--- config.mk ---
export PLATFORM = sky130hd
export DESIGN_NAME = output_port_credit
export DESIGN_NICKNAME = d
export VERILOG_FILES = /design/src/rtl/bft_pkt_pkg.sv /design/src/rtl/credit_counter.sv /design/src/rtl/output_port_credit.sv
export SDC_FILE = /design/constraint.sdc
export NUM_CORES = 1
export LEC_CHECK = 0
export BUFFER_PORTS_ARGS = -buffer_cell sky130_fd_sc_hd__buf_2
export CORE_MARGIN = 3
export CORE_UTILIZATION = 43
export CTS_CLUSTER_DIAMETER = 120
export DETAILED_ROUTE_END_ITERATION = 12
export GPL_TIMING_DRIVEN = 0
export PLACE_DENSITY = 0.8
export SYNTH_ARGS = -nofsm -noshare
export SYNTH_HDL_FRONTEND = slang
export SYNTH_HIERARCHICAL = 1
export SYNTH_SLANG_ARGS = --single-unit
export TNS_END_PERCENT = 100
--- constraint.sdc ---
create_clock -name clk -period 4.18 [get_ports clk]
set_input_delay 0.418 -clock clk [delete_from_list [all_inputs] [get_ports clk]]
set_output_delay 0.418 -clock clk [all_outputs]
set_load 0.02 [all_outputs]
--- src/rtl/bft_pkt_pkg.sv ---
// BFT packet field geometry plus helpers to build a data packet and pull out its port field.
package bft_pkt_pkg;

  localparam int PACKET_BITS   = 97;
  localparam int NUM_LEAF_BITS = 6;
  localparam int NUM_PORT_BITS = 4;
  localparam int NUM_ADDR_BITS = 7;
  localparam int PAYLOAD_BITS  = 64;

  localparam int PAD_BITS    = PACKET_BITS - 1 - NUM_LEAF_BITS - NUM_PORT_BITS
                               - NUM_ADDR_BITS - PAYLOAD_BITS;
  localparam int PORT_MSB    = PACKET_BITS - 2 - NUM_LEAF_BITS;
  localparam int DEPTH       = 2 ** NUM_ADDR_BITS;
  localparam int CREDIT_BITS = NUM_ADDR_BITS + 1;

  typedef struct packed {
    logic                     vld;
    logic [NUM_LEAF_BITS-1:0] leaf;
    logic [NUM_PORT_BITS-1:0] port;
    logic [PAD_BITS-1:0]      pad;
    logic [NUM_ADDR_BITS-1:0] addr;
    logic [PAYLOAD_BITS-1:0]  payload;
  } pkt_t;

  function automatic logic [PACKET_BITS-1:0] build_pkt(
    input logic [NUM_LEAF_BITS-1:0] leaf,
    input logic [NUM_PORT_BITS-1:0] port,
    input logic [NUM_ADDR_BITS-1:0] addr,
    input logic [PAYLOAD_BITS-1:0]  payload
  );
    pkt_t p;
    p.vld     = 1'b1;
    p.leaf    = leaf;
    p.port    = port;
    p.pad     = '0;
    p.addr    = addr;
    p.payload = payload;
    return p;
  endfunction

  function automatic logic [NUM_PORT_BITS-1:0] pkt_port(input logic [PACKET_BITS-1:0] pkt);
    return pkt[PORT_MSB -: NUM_PORT_BITS];
  endfunction

endpackage

--- src/rtl/credit_counter.sv ---
// Sender-side credit pool: one credit per accepted beat, UPDATE_SIZE back per freespace update.
// Registered; sums above DEPTH clamp to DEPTH and latch a sticky overflow flag.
module credit_counter
  import bft_pkt_pkg::*;
#(
  parameter int UPDATE_SIZE = 64
) (
  input  logic                   clk,
  input  logic                   reset,
  input  logic                   consume,
  input  logic                   replenish,
  output logic [CREDIT_BITS-1:0] credits,
  output logic                   nonzero,
  output logic                   overflow
);

  localparam int SUM_BITS = CREDIT_BITS + 1;

  logic [SUM_BITS-1:0] sum;

  // consume is only ever asserted with credits nonzero, so the subtraction cannot wrap
  always_comb begin
    sum = {1'b0, credits} - SUM_BITS'(consume)
          + (replenish ? SUM_BITS'(UPDATE_SIZE) : SUM_BITS'(0));
  end

  always_ff @(posedge clk) begin
    if (reset) begin
      credits  <= CREDIT_BITS'(DEPTH);
      overflow <= 1'b0;
    end else if (sum > SUM_BITS'(DEPTH)) begin
      credits  <= CREDIT_BITS'(DEPTH);
      overflow <= 1'b1;
    end else begin
      credits  <= sum[CREDIT_BITS-1:0];
    end
  end

  assign nonzero = |credits;

endmodule

--- src/rtl/output_port_credit.sv ---
// Leaf sender into the BFT: one packet/cycle, 1-cycle latency, holds output until ack; stalls at zero credits.
// Optional stall counter behind macro OUTPUT_PORT_STALL_CNT_EN.
module output_port_credit
  import bft_pkt_pkg::*;
#(
  parameter int PORT_No               = 2,
  parameter int FREESPACE_UPDATE_SIZE = 64
) (
  input  logic                     clk,
  input  logic                     reset,
  input  logic [NUM_LEAF_BITS-1:0] dst_leaf,
  input  logic [NUM_PORT_BITS-1:0] dst_port,
  input  logic [PAYLOAD_BITS-1:0]  din_user2interface,
  input  logic                     vld_user2interface,
  output logic                     ack_interface2user,
  output logic [PACKET_BITS-1:0]   dout_interface2bft,
  input  logic                     ack_bft2interface,
  input  logic [PACKET_BITS-1:0]   din_bft2interface,
  output logic                     credit_overflow
`ifdef OUTPUT_PORT_STALL_CNT_EN
  ,
  output logic [31:0]              stall_cnt
`endif
);

  logic [NUM_ADDR_BITS-1:0] addr;
  logic [PACKET_BITS-1:0]   out_q;
  logic [CREDIT_BITS-1:0]   credits;
  logic                     credits_nonzero;
  logic                     out_valid;
  logic                     out_ready;
  logic                     accept;
  logic                     update;
  logic                     unused_bft_bits;

  assign out_valid = out_q[PACKET_BITS-1];
  assign out_ready = ~out_valid | ack_bft2interface;
  assign accept    = vld_user2interface & credits_nonzero & out_ready;
  assign update    = din_bft2interface[PACKET_BITS-1]
                     & (pkt_port(din_bft2interface) == NUM_PORT_BITS'(PORT_No));

  assign ack_interface2user = accept;
  assign dout_interface2bft = out_q;
  assign unused_bft_bits    = ^din_bft2interface;

  credit_counter #(
    .UPDATE_SIZE (FREESPACE_UPDATE_SIZE)
  ) u_credit (
    .clk       (clk),
    .reset     (reset),
    .consume   (accept),
    .replenish (update),
    .credits   (credits),
    .nonzero   (credits_nonzero),
    .overflow  (credit_overflow)
  );

  // An ack with no new beat leaves an all-zero word so the link sees a clean idle
  always_ff @(posedge clk) begin
    if (reset) begin
      out_q <= '0;
      addr  <= '0;
    end else if (accept) begin
      out_q <= build_pkt(dst_leaf, dst_port, addr, din_user2interface);
      addr  <= addr + 1'b1;
    end else if (ack_bft2interface) begin
      out_q <= '0;
    end
  end

`ifdef OUTPUT_PORT_STALL_CNT_EN
  always_ff @(posedge clk) begin
    if (reset) begin
      stall_cnt <= '0;
    end else if (vld_user2interface && !credits_nonzero && (stall_cnt != '1)) begin
      stall_cnt <= stall_cnt + 32'd1;
    end
  end
`endif

endmodule

==> results.md <==
* Status: completed
* Post-route cell area at 5767 sq um
* Worst path max stage delay at 0.41 ns
* Asr flop ratio synth at 0
* Hold_buf cts at 0
* Reg power frac at 0.381
* Worst skew pair latency at 0.36 ns
* Slew @ Worst Pin at 0.5694 ns
* Simple-gate share of the synthesized area at 0.1555
* GR Overflow Total at 0
* First-pass GRT wire length at 21310 um
* Post-synth EDFFs at 0
* Area leader, netlist: dfxtp_1
* Slowest stage cell, crit path: buf_1
* CP max FO at 10
* DPL Wire Length at 10220 um
* Power share of the combinational group at 0.391
* Layout Nets at 905
* Reg2Reg Setup Slack at 0.39 ns
* Arrival @ worst endpoint at 4.01 ns
* Largest net degree at the start of global routing at 19
* Cts repair resizes at 0
* Die area at 11720 sq um
* Area of the multi-input gates at 2178 sq um
* Final setup TNS at 0 ns
* Die Wd at 108.3 um
* Mux cell area share after synthesis at 0.009738
* Placed Area at 5547 sq um
* Routed vias at 4761
* Synth Register Bits at 98
* CP endpoint kind: register
* Hold Vio Cnt, Final at 0
* Final setup viols at 0
* RePlAce Congestion at 0.8042
* CP startpoint kind: register
* PwrDens at 504.8 nW/um^2
* Post-CTS setup buffers at 0
* N_diodes at 0
* Cell Rows at 36
* Wire per inst at 15.96 um
* Filler cells at 924
* Setup ws final at 0.3944 ns
* Synth Area in Compound Gates at 0.2590
* Crit path buf inv count at 4
* Min-Delay Startpoint: din_user2interface[53]
* Met2 usage at 0.3637
* Synth warnings at 6
* Die Span Y at 108.3 um
* Post-Synth XOR/XNOR Area at 0.009738
* Top post-synthesis cells by area: dfxtp_1, o211ai_1, a21oi_1, nand3_1, ha_1
* Initial Util at 0.4517
* Area occupied by registers at 1962 sq um
* Power, Total at 2.911 mW
* Adder-Cell Fraction of Synth Area at 0.03784
* Synthesized area per cell at 8.549 sq um
* Met3 Resource Use GR at 0.03104
* Most used routing layer: met2
* RSZ-0062 raised after global routing: no
* DRT iter0 DRCs at 368
* Port Buffers at 166
* Final cycle utilization of the critical path at 0.9056
* Post-Syn Instances at 526
* Worst-path clk slew at 0.11 ns
* Commonest non-fill, non-tap cell in the layout: buf_2
* NetSw at 1.138 mW
* Worst hold endpoint: dout_interface2bft[53]
* DR vias/cell at 5.568
* Fmax at 264.2 MHz
* Worst hold margin at 0.2920 ns
* Gr usage total at 0.2239
* First-pass DRT Iterations at 5
* Initial antenna violation count at 0
* Crit path kind: reg -> reg
* Clock Skew at 0.01605 ns
* Core Footprint at 9955 sq um
* Switching Fraction at 0.3911
* DRC viols at 0
* Number of global-route vias before repair at 4487
* Non-filler cells, final at 855
* Final ANT Viol Nets at 0
* Met1 usage at 0.2996
* Leak Pwr at 2.489 nW
* Most used cell, CP: ha_1
* I/O Pins at 274
* Post-synth top area share at 0.4363
* Internal at 1.772 mW
* Layout area overhead at 28.24%
* WL final at 13650 um
* Utilization after layout at 0.5793
* Clock buffer depth at 2
* Share of total power in the clock network at 0.228
* Root Driver: clkbuf_8
* CP required at 4.40 ns
* Min Tclk post-route at 3.786 ns
* Placed instance count at 839
* Worst ir drop on vdd at 0.1810 mV
* Layout cell share with drive strength beyond 1 at 0.3033
* CTS sink cnt at 98
* Synth cell types at 42
* Synth Flop Type: dfxtp_1
* FF-to-FF End: u_credit/credits[1]
* Commonest non-fill, non-tap cells in the layout: buf_2, dfxtp_1, a21oi_1
* Crit-path cells: inv_1, ha_1, nor4b_1, nand3_1, nand2_1, buf_2, buf_1, nor2_1, ha_1, inv_1, ha_1, fa_1, nand2b_1, a2111o_1, o311ai_1, o41a_1, nor3b_1
* Number of H-tree levels at 3
* Largest family of logic cells by synthesized area: compound AO/OA/AOI/OAI gates
* R2R cell count at 17
* Reg-to-Reg Start: u_credit/credits[5]
* Hold Crit Depth at 3
* Family with the most delay on the worst path: compound AO/OA/AOI/OAI gates
* Total CTS buffers at 9
* Max_slew headroom at 0.6095
* Seq/Total Area, Yosys at 0.4363
* Synth Cell Area at 4497 sq um
* Number of max-cap violations at 0
* Max-slew violation count at 0
* DP Worst Slack at 0.4477 ns
* CTS tree: built
* Hold crit path type: in -> reg
-- worst register-to-register path, stage by stage, from the launching register on --
cell and delay (ns):
dfxtp_1 0.33, inv_1 0.07, ha_1 0.14, nor4b_1 0.28, nand3_1 0.14, nand2_1 0.09
buf_2 0.21, buf_1 0.41, nor2_1 0.14, ha_1 0.21, inv_1 0.05, ha_1 0.19
fa_1 0.24, nand2b_1 0.12, a2111o_1 0.39, o311ai_1 0.18, o41a_1 0.38, nor3b_1 0.09
-- worst max path at each step --
stage	start	end	slack, ns	depth (start not counted)
final	u_credit/credits[5]	u_credit/credits[1]	0.39	17
after global routing	u_credit/credits[5]	u_credit/credits[2]	0.07	17
after CTS	u_credit/credits[5]	u_credit/credits[2]	0.41	17
after detailed placement	u_credit/credits[4]	u_credit/credits[1]	0.45	17
after global placement	u_credit/credits[4]	u_credit/overflow	0.55	16
after floorplan	u_credit/credits[4]	u_credit/credits[1]	0.77	17
-- cells by family (layout without fill, tap and decap cells) --
logic type	after synthesis	count (layout)
other	1	15
muxes	4	4
AOI/OAI and AO/OA	182	182
DFF	98	98
buffers and inverters	89	271
adders and majority gates	13	13
xor gates and xnor gates	5	5
and+or+nand+nor	134	134
-- flip-flops by register name (all words and copies together) (netlist names) --
name,flops
dout_interface2bft,82
addr,7
u_credit/overflow,1
u_credit/credits,8
-- synthesized netlist by cell type, drive strengths merged, types with 2 or more instances --
master / count
a21oi: 88
and2: 2
buf: 40
clkbuf: 31
dfxtp: 98
ha: 12
inv: 18
mux2: 3
nand2: 3
nand2b: 4
nand3: 87
nor2: 14
nor2b: 6
nor3: 3
nor3b: 6
nor4: 2
o211ai: 81
o21ai: 2
o311ai: 2
o31ai: 2
or4: 2
xnor2: 3
xor2: 2
-- layout make-up --
| cell class | count | share of cell area |
|---|---|---|
| flip-flops and latches | 98 | 0.3402 |
| clock buffers | 10 | 0.02387 |
| inverters | 18 | 0.01172 |
| plain buffers | 71 | 0.05923 |
| repair buffers | 166 | 0.1441 |
| multi-input cells | 353 | 0.3777 |
| well taps | 133 | 0.02886 |
| clock inverters | 6 | 0.01432 |
-- metal layers --
metal,vias to the layer above,routed length (um)
met2,191,6465
met3,31,951
li1,2283,-
met4,0,402
met5,-,0
met1,2256,5825
-- power by group through the flow --
stage                     combinational (mW)  sequential (mW)  clock [mW]
after floorplan                        0.706             1.22           0
after global placement                  1.09             1.12           0
after detailed placement                1.12             1.13           0
after CTS                               1.13             1.11       0.674
after global routing                    1.26             1.12       0.715
final                                   1.14             1.11       0.663
No activity file was read; power rests on OpenSTA's default activity.
